**config.mk**
```make
export PLATFORM = sky130hd
export DESIGN_NAME = alu_flag_stage
export DESIGN_NICKNAME = d
export VERILOG_FILES = /design/src/rtl/alu_flag_stage.sv
export SDC_FILE = /design/constraint.sdc
export NUM_CORES = 1
export LEC_CHECK = 0
export BUFFER_PORTS_ARGS = -buffer_cell sky130_fd_sc_hd__buf_4
export CAP_MARGIN = 5
export CORE_MARGIN = 2
export CORE_UTILIZATION = 51
export DETAILED_ROUTE_END_ITERATION = 6
export GPL_ROUTABILITY_DRIVEN = 0
export HOLD_SLACK_MARGIN = 0.12
export PLACE_DENSITY = 0.77
export SETUP_SLACK_MARGIN = 0.5
export SYNTH_ARGS = -nofsm -noshare
export SYNTH_HDL_FRONTEND = slang
export SYNTH_SLANG_ARGS = --single-unit
```
**constraint.sdc**
```tcl
create_clock -name clk -period 4.7 [get_ports clk]
set_clock_uncertainty 0.1 [all_clocks]
set_input_delay 0.235 -clock clk [delete_from_list [all_inputs] [get_ports clk]]
set_output_delay 0.235 -clock clk [all_outputs]
set_load 0.1 [all_outputs]
```
**src/rtl/alu_flag_stage.sv**
```systemverilog
// Registered execute-output stage: captures ALU result/carry, derives zero/negative(/overflow) flags.
// Latency: one cycle from accept to out* when the stage is empty, or holds one entry that drains that cycle.
// Backpressure: 2-entry skid buffer; inReady is registered and drops only when both entries are full.
// Optional overflow flag: define ALU_OVERFLOW_FLAG_EN to compute and store it; otherwise outOverflow is 0.

module alu_flag_stage #(
  parameter int SIZE        = 32,
  parameter int COUNT_WIDTH = 16
) (
  input  logic                   clk,
  input  logic                   resetN,
  input  logic                   inValid,
  output logic                   inReady,
  input  logic [SIZE-1:0]        result,
  input  logic                   carryOut,
  input  logic                   operandAMsb,
  input  logic                   operandBMsb,
  input  logic                   control,
  output logic                   outValid,
  input  logic                   outReady,
  output logic [SIZE-1:0]        outResult,
  output logic                   outCarry,
  output logic                   outZero,
  output logic                   outNegative,
  output logic                   outOverflow,
  output logic [COUNT_WIDTH-1:0] opCount
);

  // EMPTY: nothing held; ONE: main entry valid; FULL: main and skid valid.
  typedef enum logic [1:0] {
    EMPTY = 2'd0,
    ONE   = 2'd1,
    FULL  = 2'd2
  } state_t;

  // One stored operation: result plus the flags derived at accept time.
  typedef struct packed {
    logic [SIZE-1:0] res;
    logic            carry;
    logic            zero;
    logic            neg;
`ifdef ALU_OVERFLOW_FLAG_EN
    logic            ovf;
`endif
  } entry_t;

  state_t state;
  entry_t main_q;
  entry_t skid_q;
  entry_t in_entry;
  logic   accept;

  assign accept = inValid && inReady;

  // Flags are derived from the upstream values present at the accepting edge.
  always_comb begin
    in_entry       = '0;
    in_entry.res   = result;
    in_entry.carry = carryOut;
    in_entry.zero  = (result == '0);
    in_entry.neg   = result[SIZE-1];
`ifdef ALU_OVERFLOW_FLAG_EN
    // Signed overflow: add overflows when like-signed operands give a differently
    // signed result; subtract when unlike-signed operands do.
    if (control)
      in_entry.ovf = (operandAMsb != operandBMsb) && (result[SIZE-1] != operandAMsb);
    else
      in_entry.ovf = (operandAMsb == operandBMsb) && (result[SIZE-1] != operandAMsb);
`endif
  end

`ifndef ALU_OVERFLOW_FLAG_EN
  // Operand sign bits and the add/subtract select only matter for the overflow flag.
  logic unused_ovf_inputs;
  assign unused_ovf_inputs = ^{operandAMsb, operandBMsb, control};
`endif

  // Skid-buffer control: state, entry storage, registered handshake outputs and counter.
  always_ff @(posedge clk or negedge resetN) begin
    if (!resetN) begin
      state    <= EMPTY;
      main_q   <= '0;
      skid_q   <= '0;
      outValid <= 1'b0;
      inReady  <= 1'b1;
      opCount  <= '0;
    end else begin
      // Counts each accept exactly once, wrapping naturally at the counter width.
      if (accept)
        opCount <= opCount + 1'b1;

      case (state)
        EMPTY: begin
          if (accept) begin
            main_q   <= in_entry;
            outValid <= 1'b1;
            state    <= ONE;
          end
        end

        ONE: begin
          if (accept && outReady) begin
            // Simultaneous drain and refill keeps a single entry in flight.
            main_q <= in_entry;
          end else if (accept) begin
            // Downstream stalled: park the new op in the skid entry and stop accepting.
            skid_q  <= in_entry;
            inReady <= 1'b0;
            state   <= FULL;
          end else if (outReady) begin
            outValid <= 1'b0;
            state    <= EMPTY;
          end
        end

        FULL: begin
          // inReady is low here, so the only event is the drain of the main entry.
          if (outReady) begin
            main_q  <= skid_q;
            inReady <= 1'b1;
            state   <= ONE;
          end
        end

        default: begin
          state    <= EMPTY;
          outValid <= 1'b0;
          inReady  <= 1'b1;
        end
      endcase
    end
  end

  assign outResult   = main_q.res;
  assign outCarry    = main_q.carry;
  assign outZero     = main_q.zero;
  assign outNegative = main_q.neg;
`ifdef ALU_OVERFLOW_FLAG_EN
  assign outOverflow = main_q.ovf;
`else
  assign outOverflow = 1'b0;
`endif

endmodule
```
### Word level (Yosys, flattened, before mapping)

Index checks and enable logic that the tools add are counted.

| operators by class | value |
|---|---|
| mux-type cells | 19 |
| eq/ne operators | 10 |
| bitwise gates (word level) | 3 |
| reductions and logical operators | 10 |
| add/sub/neg operators | 1 |

Operator list:

| kind | number |
|---|---|
| 2-to-1 mux 35 bit | 3 |
| one-hot mux 35 bit (3 select lines) | 1 |
| zero test 32 bit | 1 |
| adder 16 x 1 -> 16 bit, second input constant | 1 |
| != test 2 bit, second input constant | 7 |
| AND reduction 4 bit | 3 |
| 2-to-1 mux 2 bit | 5 |
| 2-to-1 mux 1 bit | 7 |
| one-hot mux 1 bit (3 select lines) | 2 |
| one-hot mux 2 bit (3 select lines) | 1 |
| AND reduction 5 bit | 1 |
| != test 3 bit, second input constant | 1 |
| NOT 1 bit | 3 |
| AND reduction 3 bit | 1 |
| nonzero test 3 bit | 1 |
| equality test 2 x 1 -> 1 bit, second input constant | 1 |
| equality test 2 bit, second input constant | 1 |
| logical AND 1 bit | 2 |
| zero test 2 bit | 1 |

| word-level totals | value |
|---|---|
| output and inout bits | 54 |
| bits of input ports | 40 |
| bits in registers | 90 |

### Longest topological paths before layout

Gate-level depths: netlist of run 1.

| logic depth | value |
|---|---|
| depth in word-level cells | 4 |
| gate-level depth with buffers | 6 |

### Worst setup path after synthesis of run 1

Ideal clock, no wire load.

| timing path | value |
|---|---|
| kind | reg-to-reg |
| start point | register opCount[0] |
| end point | register opCount[12] |
| data required time | 4.441 ns |
| data arrival time | 1.993 ns |
| stages on the path, launching flop included | 6 |
| path slack | 2.448 ns |
| clock period less this slack | 2.252 ns |
| buffers on the path | 0 |
| cell sequence | dfrtp_1 ha_1 nand3_1 nor4_1 nand2_1 xnor2_1 |

| on the way | value |
|---|---|
| cells in the longest elaborated chain, start to end | 1 |

Ends and longest elaborated chain:

| element | RTL line | RTL |
|---|---|---|
| from (decl) | 26 | `output logic [COUNT_WIDTH-1:0] opCount` |
| from (signal assigned) | 90 | `opCount <= opCount + 1'b1;` |
| adder 16 x 1 -> 16 bit | 90 |  |

Every way passes these cells.
A chain may end at the register's enable or synchronous reset.

### Worst setup path in the final report of run 1

| timing path | value |
|---|---|
| start point | register state[1] |
| end point | register main_q, in the netlist outResult[4] |

| on the way | value |
|---|---|
| cells in the longest elaborated chain, start to end | 3 |

Ends and longest elaborated chain:

| element | RTL line | RTL |
|---|---|---|
| from (decl) | 47 | `state_t state;` |
| from (signal assigned) | 81 | `state <= EMPTY;` |
| from (signal assigned) | 97 | `state <= ONE;` |
| from (signal assigned) | 109 | `state <= FULL;` |
| equality test 2 x 1 -> 1 bit (tied with other cells) | 92 | `case (state)` |
| != test 2 bit (no source line) or nonzero test 3 bit (tied branches) | - |  |
| AND reduction 4 bit (no source line) | - |  |
| to (signal assigned) | 95 | `main_q <= in_entry;` |
| to (signal assigned) | 104 | `main_q <= in_entry;` |
| to (signal assigned) | 119 | `main_q <= skid_q;` |
| to (decl) | 48 | `entry_t main_q;` |

Parallel ways exist; a longest one is shown, timed or not.

==> impl_metrics.json, run 1 <==
{
  "hold_path_depth": 3,
  "yosys.area_share.adder": 0.00313,
  "start_kind": "register",
  "mappedNetlistNets": 355,
  "wirelength_um": 8710,
  "drt_first_iter_violations": 117,
  "status": "complete, no violations",
  "start_util": 0.524,
  "hold_viol": 0,
  "p_leak_nw": 2.53,
  "worst_pin_slew_ps": 1120,
  "rows": 32,
  "rsz0062_at_grt": "no",
  "reg2reg_to": "outResult[4]",
  "antenna_found_initial": 0,
  "reg2reg_depth": 3,
  "cts_tree": "yes",
  "die_area_um2": 8580,
  "p_sw_mw": 0.308,
  "drive_gt1_frac": 0.345,
  "die-height_um": 92.6,
  "final_common_cell": "buf_4",
  "critPathMaxFanout": 36,
  "r2r_slack_ps": 2560,
  "worstSetupPathType": "reg2reg",
  "arrival_ps": 2260,
  "ys_warn_count": 0,
  "critPathSlowestCell": "and2b_2",
  "path_cells": "and2b_2 -> mux2i_1 -> a21oi_1",
  "relSlewSlack": 0.257,
  "via_per_inst": 5.15,
  "worstHoldStart": "inValid",
  "max_stage_delay_ps": 940,
  "fin_nets": 477,
  "min_period_over_period": 0.456,
  "syn2layout_area_growth_pct": 31.1,
  "cts_setup_buffers": 0,
  "synth_simple_gate_area_frac": 0.0969,
  "pwr-share-seq": 0.517,
  "wire_per_inst_um": 16.0,
  "critPathCaptureType": "register",
  "yosysSeqAreaShare": 0.550,
  "p_int_mw": 1.16,
  "final_cell_mix": "92 x buf_4, 87 x dfrtp_1, 39 x nor2_1",
  "synth.distinct_cells": 38,
  "cts_root_buffer": "clkbuf_8",
  "swShare": 0.210,
  "p_total_mw": 1.46,
  "r2r-start": "state[1]",
  "ir_worst_vdd_mv": 0.198,
  "htree_levels": 3,
  "core_region_area_um2": 7650,
  "report.final.slew_viol_count": 0,
  "synth_top_family_by_area": "multiplexers",
  "vias": 2798,
  "hold-path-endpoint": "opCount[2]",
  "cts-buffers-inserted": 9,
  "setup_viol": 0,
  "num_io_pins": 94,
  "fin_crit_ps": 2140,
  "synth_seq_cells": 88,
  "finish.instance_area_um2": 5250,
  "synth-compound-area-share": 0.0591,
  "dpl_cell_area_um2": 4650,
  "place.port_buffers": 89,
  "track_usage": 0.215,
  "dp_hpwl_um": 5570,
  "fillers": 569,
  "cts_sinks": 88,
  "powerDensity_nw_per_um2": 279,
  "synthCells": 314,
  "tns_ps": 0,
  "grt_remaining_overflow": 0,
  "drv_cap": 0,
  "syn_area_um2": 4000,
  "grt_pass1_vias": 2926,
  "drc_errors": 0,
  "required_ps": 4810,
  "hold_ws_ps": 170,
  "clk_pin_slew_ps": 90,
  "die_x_um": 92.6,
  "clockBufferDepth": 2,
  "hold_class": "in2reg",
  "p_comb_frac": 0.060,
  "p_clk_frac": 0.423,
  "clk_latency_ps": 350,
  "grt_first_pass_wirelength_um": 14400,
  "ant_nets": 0,
  "fmax_mhz": 466,
  "muxShareOfSynthArea": 0.211,
  "diodes": 0,
  "grt_max_degree": 66,
  "avgSynthCellArea_um2": 12.8,
  "dr.pass1.iters": 4,
  "synthXorXnorAreaFrac": 0.0328
}
==> how the worst max path moves through the flow <==
stage | startpoint | endpoint | depth (start not counted)
2_1_floorplan | opCount[0] | opCount[12] | 5
6_report | state[1] | outResult[4] | 3
4_1_cts | inReady | skid_q[0] | 4
3_5_place_dp | inReady | skid_q[0] | 4
3_3_place_gp | inReady | skid_q[2] | 4
5_1_grt | state[1] | outResult[4] | 3
==> registers in the layout, summed over array words and instances, names as in the netlist <==
name and count:
skid_q 34, outResult 32, opCount 16, state 2
inReady 1, outCarry 1, outValid 1, outZero 1
==> worst max-delay path: cells and delay by family (launching register included) <==
family          cells  cell delay, ps
mux                 1             300
flops               1             530
compound gates      1             100
simple gates        1             940
==> synthesized netlist by cell type <==
library cell / instances / area [um2]
o311ai_1: 1 / 8.76
and2_1: 1 / 6.26
conb_1: 1 / 3.75
o22ai_1: 1 / 6.26
xnor2_1: 12 / 105
buf_8: 1 / 15.0
nand3_1: 5 / 25.0
a21o_1: 1 / 7.51
dfrtp_1: 87 / 2180
o21ai_0: 2 / 10.0
and2b_1: 2 / 15.0
nor2_1: 39 / 146
and3_1: 1 / 6.26
ha_1: 1 / 12.5
nor2_2: 1 / 6.26
and2b_4: 1 / 10.0
nand2_1: 7 / 26.3
buf_4: 5 / 37.5
mux2_2: 6 / 67.6
buf_12: 3 / 60.1
nor4_2: 1 / 12.5
nor3_1: 1 / 5.00
or2_2: 1 / 6.26
buf_2: 4 / 20.0
mux2_4: 29 / 435
mux2i_1: 34 / 340
nand4_1: 7 / 43.8
buf_6: 4 / 45.0
nand2_2: 1 / 6.26
inv_1: 2 / 7.51
dfstp_2: 1 / 26.3
xor2_1: 3 / 26.3
nor4_1: 9 / 56.3
and2_4: 1 / 8.76
a21oi_1: 35 / 175
o31ai_4: 1 / 21.3
nand3b_1: 1 / 7.51
o21a_1: 1 / 7.51
==> power groups by stage <==
stage	sequential (mW)	combinational, mW	clock (mW)
after floorplan	0.772	0.0141	0
after global placement	0.771	0.0624	0
after detailed placement	0.771	0.0641	0
after CTS	0.756	0.0875	0.636
after global routing	0.757	0.0964	0.669
final	0.756	0.0875	0.620
==> logic make-up after synthesis <==
logic type / Yosys count
DFF: 88
and+or+nand+nor: 79
muxes: 69
AOI/OAI and AO/OA: 42
buffers and inverters: 19
xor gates and xnor gates: 15
adders and majority gates: 1
other: 1
==> final cells by class <==
cell class                 count  area (um2)  area share
clock buffer                   9         124      0.0236
clock inverter                 7         120      0.0229
inverter                       2        7.51     0.00143
multi-input combinational    207        1620       0.308
sequential                    88        2200       0.420
tap                          102         128      0.0243
timing repair buffer         128        1050       0.200
==> timing repair <==
item                                    in CTS  in global routing
hold endpoints to repair                    83                  0
endpoints found under the setup margin       0                  0
hold buffers                                36                  0
gates resized for setup                      0                  0
==> layer usage <==
layer	wire [um]	part of all wire	track usage	vias up
li1	-	-	-	1344
met4	93	0.011	0.0585	0
met3	455	0.052	0.0521	12
met5	0	0	0	-
met1	4080	0.47	0.291	1361
met2	4080	0.47	0.350	81
==> metrics by stage <==
stage | util | std cells | worst slack (ps)
6_report | 0.687 | 543 | 2560
5_1_grt | 0.687 | 543 | 2450
4_1_cts | 0.687 | 543 | 2570
3_5_place_dp | 0.607 | 491 | 2580
3_3_place_gp | 0.607 | 491 | 2600
2_1_floorplan | - | 314 | 2450
(Power assumes the default switching activity.)
==> run 2, diff against run 1 <==
- CORE_UTILIZATION: 51 -> 48
- PLACE_DENSITY: 0.77 -> 0.76
- clock period: 4.7 -> 1.95 ns (I/O delays scaled with it)
==> impl_metrics.json, run 2 (same netlist as run 1, synthesis figures left out) <==
{
  "status": "complete, no violations",
  "hold_ws_ps": 33.2,
  "critPathMaxFanout": 7,
  "htree_levels": 3,
  "fmax_mhz": 556,
  "final_cell_count_no_fill": 579,
  "vias": 3007,
  "p_total_mw": 3.21,
  "p_leak_nw": 2.79,
  "relSlewSlack": 0.653,
  "clockBufferDepth": 2,
  "p_clk_frac": 0.362,
  "place_inst": 501,
  "hold_viol": 0,
  "p_comb_frac": 0.070,
  "drc_errors": 0,
  "report.final.slew_viol_count": 0,
  "die_area_um2": 9090,
  "core_region_area_um2": 8130,
  "clk_pin_slew_ps": 80,
  "place.port_buffers": 89,
  "grt_remaining_overflow": 0,
  "die_x_um": 95.3,
  "drv_cap": 0,
  "rows": 33,
  "via_per_inst": 5.19,
  "cts-buffers-inserted": 9,
  "tns_ps": 0,
  "critPathCaptureType": "register",
  "drive_gt1_frac": 0.540,
  "clk_latency_ps": 350,
  "fin_crit_ps": 1800,
  "worstSetupPathType": "reg2reg",
  "cts_root_buffer": "clkbuf_8",
  "pwr-share-seq": 0.567,
  "wirelength_um": 9910,
  "grt_pass1_vias": 3038,
  "final_common_cell": "buf_4",
  "antenna_found_initial": 0,
  "ir_worst_vdd_mv": 0.312,
  "diodes": 0,
  "cts_sinks": 88,
  "largest_register_ffs": 34,
  "hold_class": "in2reg",
  "dr.pass1.iters": 4,
  "hold_path_depth": 3,
  "worst_pin_slew_ps": 521,
  "required_ps": 2090,
  "rsz0062_at_grt": "yes",
  "min_period_over_period": 0.922,
  "die-height_um": 95.3,
  "wire_per_inst_um": 17.1,
  "setup_viol": 0,
  "powerDensity_nw_per_um2": 525,
  "finish.instance_area_um2": 6120,
  "fin_nets": 510,
  "largest_register": "skid_q",
  "grt_max_degree": 40,
  "dpl_cell_area_um2": 4920,
  "drt_first_iter_violations": 99,
  "arrival_ps": 1940,
  "grt_first_pass_wirelength_um": 14900,
  "syn2layout_area_growth_pct": 52.9,
  "swShare": 0.240,
  "track_usage": 0.217,
  "start_util": 0.492,
  "cts_tree": "yes",
  "ant_nets": 0,
  "p_int_mw": 2.44,
  "final_cell_mix": "103 x buf_4, 74 x dfrtp_1, 35 x dlygate4sd3_1",
  "dp_hpwl_um": 5760,
  "start_kind": "register",
  "p_sw_mw": 0.771,
  "reg2reg_depth": 7,
  "num_io_pins": 94,
  "cts_hold_buf": 35
}
[run 2: cell types whose count changed in the layout (fill, tap and decap cells not counted), moves of 11 or more]
| cell | change |
|---|---|
| a21oi_1 | -32 |
| a21oi_2 | +30 |
| buf_4 | +11 |
| dfrtp_1 | -13 |
| nor2_1 | -22 |
| nor2_4 | +18 |
[run 2: timing repair]
item                                    CTS  global route
pin swaps                                 6             3
resized for setup                        33            43
gates cloned                              5             2
endpoints found under the setup margin   81            82
hold endpoints to repair                163             5
setup buffers                            15             5
[run 2: worst paths after layout]
check / start / end / slack, ps
min in group asynchronous: resetN / skid_q[18] / 160
max reg2reg: inReady / outResult[14] / 150
min: inValid / opCount[2] / 30
max: inReady / outResult[14] / 150
min reg2reg: opCount[10] / opCount[10] / 390
max in group asynchronous: resetN / skid_q[26] / 870
[run 2: layer usage]
| layer | vias to the layer above | global-route usage | routed length (um) |
|---|---|---|---|
| li1 | 1407 | - | - |
| met1 | 1526 | 0.276 | 4220 |
| met2 | 60 | 0.377 | 5250 |
| met3 | 14 | 0.0348 | 290 |
| met4 | 0 | 0.0749 | 151 |
| met5 | - | 0 | 0 |
[run 2: critical path, cell delays in order, from the launching register on]
cell     delay (ps)
dfstp_4         670
nand2_8          70
o31ai_4         280
buf_12          180
buf_6           100
buf_12          100
buf_16          120
a21oi_2          50
[run 2: per-stage QoR]
stage	setup slack [ps]	utilization
6_report	152	0.753
5_1_grt	102	0.753
4_1_cts	166	0.721
3_5_place_dp	160	0.604
3_3_place_gp	193	0.604
2_1_floorplan	-4.27	-
[run 2: area by class of cell]
cell class / count / area, um2
sequential: 88 / 2250
fill: 509 / 2010
multi-input combinational: 207 / 1960
timing repair buffer: 161 / 1590
clock buffer: 11 / 141
tap: 105 / 131
clock inverter: 5 / 41.3
inverter: 2 / 7.51
[run 2: power by group through the flow]
stage	registers, mW	clock network (mW)	logic [mW]
final	1.82	1.16	0.226
after global routing	1.82	1.28	0.246
after CTS	1.82	1.20	0.221
after detailed placement	1.86	0	0.163
after global placement	1.86	0	0.161
after floorplan	1.86	0	0.0383
==> run 3, diff against run 2 <==
- CORE_MARGIN: 2 -> 1.5
==> impl_metrics.json, run 3 (same netlist as run 1, synthesis figures left out) <==
{
  "critPathCaptureType": "register",
  "fillers": 479,
  "place_ws_ps": 152,
  "clockBufferDepth": 2,
  "die_area_um2": 8900,
  "grt_remaining_overflow": 0,
  "rows": 33,
  "ir_worst_vdd_mv": 0.339,
  "grt_first_pass_wirelength_um": 15600,
  "critPathMaxFanout": 9,
  "p_leak_nw": 2.81,
  "hold_ws_ps": 80.6,
  "fin_nets": 512,
  "dpl_cell_area_um2": 4930,
  "fin_crit_ps": 1780,
  "diodes": 0,
  "drt_first_iter_violations": 96,
  "required_ps": 2090,
  "path_cells": "nand2_8 -> nor2_4 -> and2_4 -> buf_12 -> mux2_2",
  "reg2reg_to": "skid_q[4]",
  "num_io_pins": 94,
  "via_per_inst": 5.37,
  "final_common_cell": "buf_4",
  "reg2reg_depth": 5,
  "htree_levels": 3,
  "p_total_mw": 3.25,
  "start_util": 0.492,
  "die_x_um": 94.3,
  "antenna_found_initial": 0,
  "cts_tree": "yes",
  "core_region_area_um2": 8130,
  "fin_util": 0.759,
  "hold_viol": 0,
  "track_usage": 0.231,
  "r2r-start": "inReady",
  "regArea_um2": 2250,
  "cts-buffers-inserted": 9,
  "setup_viol": 0,
  "status": "complete, no violations",
  "finish.instance_area_um2": 6170,
  "vias": 3120,
  "critical_path_buf_inv_count": 1,
  "critPathSlowestCell": "dfstp_4",
  "arrival_ps": 1930,
  "setup_ws_ps": 168,
  "report.final.slew_viol_count": 0,
  "drv_cap": 0,
  "cts_sinks": 88,
  "r2r_slack_ps": 170,
  "place.port_buffers": 89,
  "syn2layout_area_growth_pct": 54.2,
  "clk_pin_slew_ps": 100,
  "grt_pass1_vias": 3000,
  "powerDensity_nw_per_um2": 527,
  "fmax_mhz": 561,
  "clk_latency_ps": 360,
  "start_kind": "register",
  "max_stage_delay_ps": 660,
  "largest_register_ffs": 34,
  "drc_errors": 0,
  "rsz0062_at_grt": "yes",
  "die-height_um": 94.3,
  "grt_max_degree": 46,
  "drive_gt1_frac": 0.544,
  "final_cell_mix": "98 x buf_4, 74 x dfrtp_1, 35 x dlygate4sd3_1",
  "min_period_over_period": 0.914,
  "multi_input_area_um2": 1940,
  "worstSetupPathType": "reg2reg",
  "hold_class": "in2async",
  "wirelength_um": 11000,
  "cts_root_buffer": "clkbuf_8",
  "dp_hpwl_um": 5560,
  "ant_nets": 0,
  "wire_per_inst_um": 18.9,
  "crit_family": "flip-flops",
  "largest_register": "skid_q",
  "dr.pass1.iters": 4
}
[run 3: changes by cell type in the layout (fill, tap and decap cells not counted), moves of 2 or more]
cell       before  now
clkbuf_16       2    5
mux2_4         29   34
o21ai_0         2    0
o21ai_1         0    2
nor2_2          5    9
a21oi_2        30   33
buf_4         103   98
mux2_2          6    1
nor2_4         18   14
buf_6           5   10
a21oi_4         2    0
[run 3: area by class of cell]
class                           count  area share
Tap cell                          105      0.0213
Clock inverter                      5     0.00648
Multi-Input combinational cell    207       0.315
Timing Repair Buffer              163       0.269
Sequential cell                    88       0.364
Clock buffer                       11      0.0229
Inverter                            2     0.00122
[run 3: metal layers]
metal  GRT usage  part of all wire
met1       0.308              0.42
met2       0.378              0.53
met3      0.0435             0.036
met4      0.0846             0.018
met5           0                 0
[run 3: worst max-delay path by stage]
stage	from	to	slack [ps]	cells past startpoint
after floorplan	inReady	skid_q[10]	-4	6
after global placement	inReady	skid_q[2]	190	5
after detailed placement	inReady	skid_q[0]	150	5
after CTS	inReady	skid_q[4]	180	5
after global routing	inReady	skid_q[4]	140	5
final	inReady	skid_q[4]	170	5
[run 3: where the power goes]
group | switching, mW | internal, mW
sequential | 0 | 1.82
clock | 0.694 | 0.505
combinational | 0.118 | 0.114
total | 0.812 | 2.44
[run 3: through the flow]
step | std cells | TNS, ps
after floorplan | 314 | -97.7
after global placement | 500 | 0
after detailed placement | 500 | 0
after CTS | 566 | 0
after global routing | 581 | 0
final | 581 | 0
[run 3: what timing repair did]
item                       in CTS  in global routing
buffers inserted               12                  8
hold buffers                   34                  1
resized for setup              31                 52
pin swaps                      13                 11
setup endpoints to repair      81                 86
cloned                          4                  6
hold endpoints to repair      165                  5
